### src/rtl/instr_packer.sv
// Packs decoded instruction fields into a 103-bit packet and buffers them in a
// DEPTH-entry FIFO with one-cycle latency, flush, and a sticky error vector.
module instr_packer #(
  parameter int DEPTH = 4
) (
  input  logic                       clk,
  input  logic                       rst_n,
  input  logic                       in_valid,
  output logic                       in_ready,
  input  logic [2:0]                 in_class,
  input  logic [31:0]                in_pred,
  input  logic [7:0]                 in_flags,
  input  logic [31:0]                in_imm,
  input  logic [7:0]                 in_opcode,
  input  logic [4:0]                 in_rs2,
  input  logic [4:0]                 in_rs1,
  input  logic [4:0]                 in_rd,
  input  logic [4:0]                 in_warp_id,
  output logic                       out_valid,
  input  logic                       out_ready,
  output logic [102:0]               out_pkt,
  input  logic                       flush,
  output logic [$clog2(DEPTH):0]     count,
  output logic [31:0]                err,
  input  logic                       err_clr
);

  localparam int PTR_W = $clog2(DEPTH);
  localparam int CNT_W = PTR_W + 1;
  localparam logic [CNT_W-1:0] DEPTH_C = CNT_W'(DEPTH);
  localparam logic [31:0] ERR_FMT  = 32'h0000_0004;
  localparam logic [31:0] ERR_OVFL = 32'h0000_0200;

  logic [102:0]     mem_q [DEPTH];
  logic [PTR_W-1:0] head_q, head_d;
  logic [PTR_W-1:0] tail_q, tail_d;
  logic [CNT_W-1:0] count_q, count_d;
  logic [31:0]      err_q, err_d;

  logic [102:0] pkt_d;
  logic         full, onehot, accept, write_req, do_write, pop;
  logic [31:0]  err_new;

  assign pkt_d = {in_warp_id, in_rd, in_rs1, in_rs2, in_opcode,
                  in_imm, in_flags, in_pred, in_class};

  assign onehot    = (in_class == 3'b001) || (in_class == 3'b010) || (in_class == 3'b100);
  assign full      = (count_q == DEPTH_C);
  assign in_ready  = !full && !flush;
  assign accept    = in_valid && in_ready;
  assign write_req = accept && onehot;
  // Overflow guard cannot fire while in_ready gates accept on the registered count.
  assign do_write  = write_req && !full;
  assign out_valid = (count_q != '0);
  assign pop       = out_valid && out_ready;

  assign out_pkt = mem_q[head_q];
  assign count   = count_q;
  assign err     = err_q;

  always_comb begin
    err_new = '0;
    if (accept && !onehot) err_new = err_new | ERR_FMT;
    if (write_req && full) err_new = err_new | ERR_OVFL;

    err_d   = (err_clr ? 32'h0 : err_q) | err_new;
    head_d  = head_q;
    tail_d  = tail_q;
    count_d = count_q;

    if (flush) begin
      head_d  = '0;
      tail_d  = '0;
      count_d = '0;
    end else begin
      if (do_write) tail_d = tail_q + PTR_W'(1);
      if (pop)      head_d = head_q + PTR_W'(1);
      case ({do_write, pop})
        2'b10:   count_d = count_q + CNT_W'(1);
        2'b01:   count_d = count_q - CNT_W'(1);
        default: count_d = count_q;
      endcase
    end
  end

  // ---- control state ----
  always_ff @(posedge clk) begin
    if (!rst_n) begin
      head_q  <= '0;
      tail_q  <= '0;
      count_q <= '0;
      err_q   <= '0;
    end else begin
      head_q  <= head_d;
      tail_q  <= tail_d;
      count_q <= count_d;
      err_q   <= err_d;
    end
  end

  // ---- storage (no reset) ----
  always_ff @(posedge clk) begin
    if (do_write) mem_q[tail_q] <= pkt_d;
  end

endmodule

### config.mk
export PLATFORM = sky130hd
export DESIGN_NAME = instr_packer
export DESIGN_NICKNAME = d
export VERILOG_FILES = /design/src/rtl/instr_packer.sv
export SDC_FILE = /design/constraint.sdc
export NUM_CORES = 1
export LEC_CHECK = 0
export ABC_AREA = 1
export CAP_MARGIN = 5
export CORE_MARGIN = 3
export CORE_UTILIZATION = 50
export CTS_CLUSTER_SIZE = 12
export DETAILED_ROUTE_END_ITERATION = 8
export HOLD_SLACK_MARGIN = 0.06
export MAX_ROUTING_LAYER = met4
export PLACE_DENSITY = 0.78
export REMOVE_ABC_BUFFERS = 1
export SETUP_SLACK_MARGIN = 0.4
export SYNTH_ARGS = -nofsm -noshare
export SYNTH_HDL_FRONTEND = slang
export SYNTH_SLANG_ARGS = --single-unit
### constraint.sdc
create_clock -name clk -period 17.8 [get_ports clk]
set_input_delay 3.56 -clock clk [delete_from_list [all_inputs] [get_ports clk]]
set_output_delay 3.56 -clock clk [all_outputs]
set_load 0.02 [all_outputs]
# After elaboration in Yosys (flattened, before gate mapping)
# Memories as Yosys holds them, arrays and structs flattened. A register that Yosys moved wholly into a read port is not among the register bits.
# Index checks and enable logic that the tools add are counted.
[word_totals]
regBits = 39
ramBits = 412
in_bits = 109
output_inout_bits = 140
word_cells = 40
mem_count = 1
[memory_table]
columns = ["name", "words", "word_bits", "rd", "rd_ports_with_merged_regs", "wr", "line_no", "text"]
rows = [
  ["mem_q", 4, 103, 1, 1, 1, "34", "logic [102:0] mem_q [DEPTH];"],
]
[op_classes]
n_addsub = 4
eq_ne = 6
mux = 8
n_bitwise = 2
n_reduce_logical = 15
[ops]
columns = ["cell", "count"]
rows = [
  ["$mux W32", 1],
  ["$or A32 B32 Y32", 1],
  ["$mux W10", 1],
  ["$logic_and A1 B1 Y1", 7],
  ["$eq A3 B3 Y1 const B", 2],
  ["$pmux W3 S2", 1],
  ["$add A2 B1 Y2 const B", 2],
  ["$mux W2", 2],
  ["$add A3 B1 Y3 const B", 1],
  ["$eq A3 B1 Y1 const B", 1],
  ["$eq A3 B2 Y1 const B", 1],
  ["$logic_not A1 Y1", 3],
  ["$mux W3", 1],
  ["$reduce_bool A3 Y1", 1],
  ["$sub A3 B1 Y3 const B", 1],
  ["$eq A2 B1 Y1 const B", 1],
  ["$eq A2 B2 Y1 const B", 1],
  ["$logic_or A1 B1 Y1", 2],
  ["$mux W1", 2],
  ["$reduce_bool A2 Y1", 1],
  ["$reduce_or A2 Y1", 1],
  ["$not A1 Y1", 1],
]

# Longest topological paths before layout
# Gate-level depths: netlist of run 1.
[logic_depth]
ltp_word = 8
mapped_depth = 13
ltp_nobuf = 13

# Least setup slack after synthesis of run 1
# Ideal clock, no wire load.
[synth_path]
path_type = "input port to flip-flop"
start = "input port flush"
end = "memory mem_q[0][0] (enable)"
setup_time_ps = 566
arrival_time_ps = 8354
required_ps = 17234
path_slack_ps = 8880
stages = 5
n_path_buf = 0
path_cell_list = "inv_1 > nand2_1 > nor2_1 > nand2_1 > nor2_1"
[synth_between]
elab_chain_len = 7
[synth_lines]
columns = ["item", "line_no", "text"]
rows = [
  ["start: declaration", "22", "input logic flush,"],
  ["$logic_not A1 Y1", "49", "assign in_ready = !full && !flush;"],
  ["$logic_and A1 B1 Y1", "49", ""],
  ["$logic_and A1 B1 Y1", "50", "assign accept = in_valid && in_ready;"],
  ["$logic_and A1 B1 Y1", "51", "assign write_req = accept && onehot;"],
  ["$logic_and A1 B1 Y1", "53", "assign do_write = write_req && !full;"],
  ["$mux W1", "103", "if (do_write) mem_q[tail_q] <= pkt_d;"],
  ["$mux W1 (not written as such)", "103", ""],
  ["end: declaration", "34", ""],
]
# No other way between the ends.

# Worst setup path after layout of run 1
[layout_path]
start = "input port flush"
end = "output port in_ready"
[layout_between]
elab_chain_len = 2
[layout_lines]
columns = ["item", "line_no", "text"]
rows = [
  ["$logic_not A1 Y1", "49", ""],
  ["$logic_and A1 B1 Y1", "49", ""],
  ["end: declaration", "9", "output logic in_ready,"],
]
# No other way between the ends.

==> results of run 1 <==
-- worst register-to-register path: stages (launching register included) --
cell and delay, ns:
sky130_fd_sc_hd__dfxtp_1 0.39, sky130_fd_sc_hd__nor2_1 0.08, sky130_fd_sc_hd__nand2_1 0.06, sky130_fd_sc_hd__nand2_1 0.06
sky130_fd_sc_hd__nor2_1 0.31, sky130_fd_sc_hd__nand2_1 0.35, sky130_fd_sc_hd__nor2_4 0.18, sky130_fd_sc_hd__buf_4 0.73
-- worst max-delay path by stage --
stage,cells after the start,slack [ns],to,start
final,5,9.50,in_ready,flush
after global routing,5,9.43,in_ready,flush
after CTS,5,9.50,in_ready,flush
after detailed placement,5,9.51,in_ready,flush
after global placement,5,9.49,in_ready,flush
after floorplan,5,8.88,mem_q[0][0],flush
-- cell usage after synthesis --
library cell | number | area (um2)
sky130_fd_sc_hd__inv_6 | 1 | 8.76
sky130_fd_sc_hd__o21ai_0 | 204 | 1020
sky130_fd_sc_hd__buf_4 | 35 | 263
sky130_fd_sc_hd__buf_6 | 14 | 158
sky130_fd_sc_hd__conb_1 | 1 | 3.75
sky130_fd_sc_hd__nand2_1 | 17 | 63.8
sky130_fd_sc_hd__dfxtp_1 | 11 | 220
sky130_fd_sc_hd__nor2_1 | 217 | 815
sky130_fd_sc_hd__edfxtp_1 | 412 | 12400
sky130_fd_sc_hd__inv_1 | 22 | 82.6
sky130_fd_sc_hd__xor2_1 | 1 | 8.76
sky130_fd_sc_hd__a21boi_0 | 1 | 7.51
sky130_fd_sc_hd__a21oi_1 | 7 | 35.0
sky130_fd_sc_hd__nand3_1 | 5 | 25.0
sky130_fd_sc_hd__ha_1 | 5 | 62.6
sky130_fd_sc_hd__fa_1 | 1 | 20.0
sky130_fd_sc_hd__o22ai_1 | 103 | 644
sky130_fd_sc_hd__buf_2 | 8 | 40.0
sky130_fd_sc_hd__o21ai_1 | 6 | 30.0
sky130_fd_sc_hd__nand4_1 | 1 | 6.26
sky130_fd_sc_hd__clkbuf_1 | 40 | 150
-- through the flow --
stage / instance area [um2] / std cells / hold slack (ns) / power, W
global placement: 18300 / 1671 / 0.418 / 0.00122
global route: 19600 / 1743 / 0.449 / 0.00209
detailed placement: 18300 / 1671 / 0.427 / 0.00122
CTS: 19600 / 1741 / 0.435 / 0.00204
finish: 19600 / 1744 / 0.438 / 0.00202
floorplan: 15500 / 1044 / 0.454 / 0.00116
-- per-layer routing --
metal	share of wire [%]	vias to the layer above	track usage, %
met4	2.4	0	6.06
met2	48	362	32.0
met3	8.2	69	5.62
met1	42	4686	25.2
li1	-	4500	-
met5	0	-	-
-- cells by family after synthesis --
kind of cell | count (synthesis)
compound gates | 321
xor+xnor | 1
fa+ha+maj | 6
buf+inv | 120
flops | 423
other cells | 1
simple gates | 240
-- state kept, by name, summed over array words and instances, names as in the netlist, named ones only --
signal,count
tail_q,2
head_q,2
err,2
count,3
mem_q,412
-- power by group through the flow --
stage	Clock, W	Combinational [W]	Sequential [W]
2_1_floorplan	0	0.0000354	0.00113
3_3_place_gp	0	0.0000952	0.00112
3_5_place_dp	0	0.0000975	0.00113
4_1_cts	0.000835	0.0000982	0.00110
5_1_grt	0.000881	0.000105	0.00110
6_report	0.000815	0.0000974	0.00110
-- layout make-up --
cell class | count | area [um2]
multi-input cells | 598 | 2880
well taps | 396 | 495
fillers | 2272 | 11400
clock inverters | 8 | 57.6
diodes | 3 | 7.51
flip-flops and latches | 423 | 12600
clock buffers | 62 | 1210
repair buffers | 231 | 2280
inverters | 23 | 91.3
==> impl_metrics.sql, run 1 <==
INSERT INTO impl_metrics (metric_group, metric, value, unit) VALUES
('run_status', 'outcome', 'completed', ''),
('sta', 'finalCritPeriodShare', '46.6', '%'),
('sta', 'worst_clock_skew', '0.0173', 'ns'),
('sta', 'hold_violations', '0', ''),
('worst_setup_path', 'start_kind', 'input pin', ''),
('power_and_ir_drop', 'peakVddDrop', '0.0746', 'mV'),
('clock_network', 'clkLatencyLatePin', '0.52', 'ns'),
('die', 'core', '31100', 'um2'),
('sta', 'max-slew-margin-rel', '33.6', '%'),
('worst_setup_path', 'rr_endpoint', 'mem_q[0][21]', ''),
('logic_synthesis', 'synth-compound-area-share', '10.8', '%'),
('power_and_ir_drop', 'power_report.internal_total', '0.00163', 'W'),
('worst_setup_path', 'slowest_stage', 'sky130_fd_sc_hd__clkdlybuf4s50_1', ''),
('place', 'port_buffers', '218', ''),
('global_routing', 'gr-total-overflow', '0', ''),
('clock_network', 'cts_sinks', '423', ''),
('layout', 'top_library_cells_by_usage_in_the_layout_fill_and_taps_aside', '412 x sky130_fd_sc_hd__edfxtp_1, 218 x sky130_fd_sc_hd__clkdlybuf4s50_1, 213 x sky130_fd_sc_hd__nor2_1', ''),
('logic_synthesis', 'yosys.cell_types.count', '21', ''),
('logic_synthesis', 'postSynthRegisterBits', '423', ''),
('global_routing', 'track_usage', '20.0', '%'),
('route', 'drc', '0', ''),
('logic_synthesis', 'synthCells', '1112', ''),
('route', 'drtAntennaViolNets', '0', ''),
('power_and_ir_drop', 'power_switching', '0.000390', 'W'),
('logic_synthesis', 'synth_top_family_by_area', 'compound AO/OA/AOI/OAI gates', ''),
('sta', 'setup-tns-final', '0', 'ns'),
('die', 'design.portCount', '249', ''),
('global_routing', 'global_route_wire_length_before_repair', '51.8', 'mm'),
('power_and_ir_drop', 'sequentialPowerShare', '54.8', '%'),
('worst_setup_path', 'regToRegSetupSlack', '15.14', 'ns'),
('layout', 'synthToLayoutAreaGrowth', '22.4', '%'),
('worst_setup_path', 'critPathArrivalTime', '4.74', 'ns'),
('clock_network', 'clock_tree.buffer_depth', '3', ''),
('logic_synthesis', 'synthSimpleGateAreaFrac', '5.67', '%'),
('clock_network', 'cts_tree', 'done', ''),
('route', 'post_detailed_routing_wire_length', '33.6', 'mm'),
('clock_network', 'cts_resized', '0', ''),
('die', 'start_util', '51.6', '%'),
('route', 'vias_per_instance', '5.51', ''),
('worst_hold_path', 'hold_wc_startpoint', 'err[9]', ''),
('global_routing', 'pin_count_of_the_biggest_net_entering_global_routing', '124', ''),
('sta', 'setup_violations', '0', ''),
('global_routing', 'first_global_vias', '9740', ''),
('logic_synthesis', 'mux_share_of_post_synthesis_cell_area', '0', '%'),
('logic_synthesis', 'part_of_the_yosys_area_used_for_sequential_elements', '78.5', '%'),
('worst_setup_path', 'worst_r2r_path_depth', '7', ''),
('worst_hold_path', 'hold_worst_path_end', 'err[9]', ''),
('die', 'die-area', '34300', 'um2'),
('logic_synthesis', 'postSynthAreaPerCell', '14.4', 'um2'),
('worst_setup_path', 'setup.worst_path.class', 'input pin to primary output', ''),
('route', 'first_iter_violations', '868', ''),
('worst_setup_path', 'timing.critical_path.cells', 'clkdlybuf4s50_1 -> inv_1 -> nand2_1 -> inv_1 -> clkdlybuf4s50_1', ''),
('worst_setup_path', 'cp_max_fo', '2', ''),
('place', 'place_hpwl', '18.3', 'mm'),
('logic_synthesis', 'yosys.area_share.xor_xnor', '0.0546', '%'),
('route', 'overall_via_count_from_detail_route', '9617', ''),
('clock_network', 'ctsHtreeMaxLevel', '2', ''),
('clock_network', 'holdBufCountCts', '0', ''),
('power_and_ir_drop', 'clkPwrFrac', '40.4', '%'),
('layout', 'layout_commonest_cell', 'sky130_fd_sc_hd__edfxtp_1', ''),
('die', 'die_y', '185', 'um'),
('worst_setup_path', 'timing.critical_path.buf_inv', '4', ''),
('logic_synthesis', 'synth_area', '16000', 'um2'),
('power_and_ir_drop', 'power.share.switching', '19.3', '%'),
('layout', 'final_layout_size_suffix_gt1_share', '5.20', '%'),
('route', 'drtPass1Iterations', '5', ''),
('layout', 'finalNetCount', '1435', ''),
('worst_hold_path', 'holdPathStages', '2', ''),
('power_and_ir_drop', 'comb_power_share', '4.8', '%'),
('clock_network', 'post-cts-setup-buffer-count', '0', ''),
('power_and_ir_drop', 'power_density_of_the_placed_cells', '103', 'nW/um2');
Note: power is estimated with default switching activity, not from simulation.
==> inputs of run 2 (changes only) <==
- CORE_UTILIZATION: 50 -> 48
- clock period: 17.8 -> 7.29 ns (I/O delays scaled with it)
==> impl_metrics.sql, run 2 (synthesis results as in run 1) <==
INSERT INTO impl_metrics (metric_group, metric, value, unit) VALUES
('layout', 'registers.top_by_ff_count', 'mem_q', ''),
('clock_network', 'root_buffer', 'sky130_fd_sc_hd__clkbuf_16', ''),
('place', 'port_buffers', '218', ''),
('layout', 'synthToLayoutAreaGrowth', '22.4', '%'),
('worst_setup_path', 'regToRegSetupSlack', '4.18', 'ns'),
('sta', 'hold_violations', '0', ''),
('route', 'drc', '0', ''),
('die', 'core', '32700', 'um2'),
('clock_network', 'cts_tree', 'done', ''),
('power_and_ir_drop', 'design_power_total', '0.00487', 'W'),
('die', 'die-area', '35600', 'um2'),
('place', 'place.gp.congestion', '0.737', ''),
('layout', 'finalNetCount', '1435', ''),
('sta', 'finalCritPeriodShare', '72.4', '%'),
('clock_network', 'cts_resized', '0', ''),
('die', 'placementRows', '66', ''),
('clock_network', 'post-cts-setup-buffer-count', '0', ''),
('clock_network', 'cts_buffer_count', '43', ''),
('worst_setup_path', 'cp_max_fo', '105', ''),
('worst_hold_path', 'hold_wc_startpoint', 'err[9]', ''),
('sta', 'rsz0062_at_grt', 'no', ''),
('layout', 'layout_commonest_cell', 'sky130_fd_sc_hd__edfxtp_1', ''),
('die', 'die_x', '189', 'um'),
('global_routing', 'first_global_vias', '9728', ''),
('global_routing', 'pin_count_of_the_biggest_net_entering_global_routing', '134', ''),
('worst_setup_path', 'cpMostUsedCell', 'sky130_fd_sc_hd__buf_4', ''),
('worst_hold_path', 'holdPathStages', '2', ''),
('die', 'design.portCount', '249', ''),
('sta', 'max-slew-margin-rel', '24.2', '%'),
('global_routing', 'gr-total-overflow', '0', ''),
('layout', 'top_library_cells_by_usage_in_the_layout_fill_and_taps_aside', '412 x sky130_fd_sc_hd__edfxtp_1, 218 x sky130_fd_sc_hd__clkdlybuf4s50_1, 213 x sky130_fd_sc_hd__nor2_1', ''),
('power_and_ir_drop', 'peakVddDrop', '0.182', 'mV'),
('worst_setup_path', 'setup.worst_path.class', 'register to primary output', ''),
('worst_setup_path', 'cp_peak_stage_delay', '0.84', 'ns'),
('clock_network', 'clkLatencyLatePin', '0.52', 'ns'),
('global_routing', 'track_usage', '19.2', '%'),
('worst_setup_path', 'start_kind', 'register', ''),
('route', 'first_iter_violations', '825', ''),
('worst_setup_path', 'critPathArrivalTime', '3.82', 'ns'),
('global_routing', 'global_route_wire_length_before_repair', '52.5', 'mm'),
('sta', 'finalMaxSlewViolations', '0', ''),
('worst_hold_path', 'hold_worst_path_end', 'err[9]', ''),
('sta', 'setup-tns-final', '0', 'ns'),
('worst_setup_path', 'timing.critical_path.cells', 'buf_4 -> buf_4 -> o21ai_0 -> o22ai_1 -> clkdlybuf4s50_1', ''),
('power_and_ir_drop', 'leakagePower', '6.51', 'nW'),
('layout', 'largest_register_ff_count', '412', ''),
('clock_network', 'holdBufCountCts', '0', ''),
('clock_network', 'cts_sinks', '423', ''),
('place', 'place_hpwl', '18.2', 'mm'),
('sta', 'setup_violations', '0', ''),
('route', 'drtAntennaViolNets', '0', ''),
('sta', 'clock.fmax', '190', 'MHz'),
('route', 'drt-wirelength-per-cell', '19.0', 'um'),
('sta', 'worst_pin_slew', '1.14', 'ns'),
('worst_setup_path', 'slowest_stage', 'sky130_fd_sc_hd__buf_4', ''),
('place', 'preCtsSetupSlack', '2.56', 'ns'),
('worst_setup_path', 'rr_startpoint', 'count[0]', ''),
('layout', 'final_layout_size_suffix_gt1_share', '5.35', '%'),
('route', 'post_detailed_routing_wire_length', '34.0', 'mm'),
('route', 'vias_per_instance', '5.42', ''),
('die', 'die_y', '189', 'um'),
('clock_network', 'ctsHtreeMaxLevel', '2', ''),
('worst_setup_path', 'worst_r2r_path_depth', '7', ''),
('die', 'start_util', '49.0', '%'),
('worst_setup_path', 'critical_path.endpoint_type', 'primary output', ''),
('route', 'overall_via_count_from_detail_route', '9693', ''),
('clock_network', 'clock_tree.buffer_depth', '3', ''),
('power_and_ir_drop', 'power_density_of_the_placed_cells', '248', 'nW/um2'),
('sta', 'worst_clock_skew', '0.0177', 'ns'),
('route', 'drtPass1Iterations', '5', ''),
('worst_setup_path', 'critPathRequiredTime', '5.83', 'ns'),
('worst_hold_path', 'worstHoldPathType', 'register to register', ''),
('sta', 'finalWorstPathRequiredPeriod', '5.28', 'ns'),
('sta', 'layout_setup_ws', '2.01', 'ns'),
('worst_setup_path', 'rr_endpoint', 'mem_q[1][90]', ''),
('global_routing', 'antenna_violations_before_repair', '1', ''),
('run_status', 'outcome', 'completed', ''),
('clock_network', 'clk_transition_reported_paths', '0.06', 'ns'),
('run', 'maxCapViolations', '0', ''),
('sta', 'hold-worst-slack', '0.459', 'ns');
run 2: critical path: cells and delay by family (launching register included):
family                 cells  cell delay, ns
AOI/OAI and AO/OA          2            0.50
DFF                        1            0.36
buffers and inverters      3            2.26
run 2: where the power goes:
part | switching, W | internal [W]
sequential | 0.00000548 | 0.00269
clock | 0.000818 | 0.00111
combinational | 0.000135 | 0.000107
run 2: how the worst max path moves through the flow:
stage,from,endpoint,slack [ns]
2_1_floorplan,flush,mem_q[0][0],0.47
4_1_cts,register,out_pkt[49],1.98
5_1_grt,register,out_pkt[10],1.75
3_5_place_dp,register,out_pkt[49],2.56
6_report,register,out_pkt[13],2.01
3_3_place_gp,register,out_pkt[28],2.66
run 2: layer usage:
metal	part of all wire (%)	routed length (um)	track usage, %	up-vias
met5	0	0	-	-
met4	2.5	839	5.81	0
met3	7.8	2640	3.63	69
met2	48	16200	30.2	418
met1	42	14400	25.8	4713
li1	-	-	-	4493
run 2: final cells by class:
| cell class | count | area (um2) |
|---|---|---|
| fill | 2407 | 13100 |
| antenna | 1 | 2.50 |
| tap | 442 | 553 |
| inverter | 23 | 91.3 |
| multi-input combinational | 598 | 2880 |
| timing repair buffer | 231 | 2280 |
| sequential | 423 | 12600 |
| clock buffer | 62 | 1180 |
| clock inverter | 8 | 40.0 |
run 2: through the flow:
stage / cell area, um2 / utilization (%) / std cells
after floorplan: 15500 / - / 1044
after global placement: 18400 / 56.3 / 1717
after detailed placement: 18400 / 56.3 / 1717
after CTS: 19600 / 60.0 / 1787
after global routing: 19600 / 60.0 / 1788
final: 19600 / 60.0 / 1788
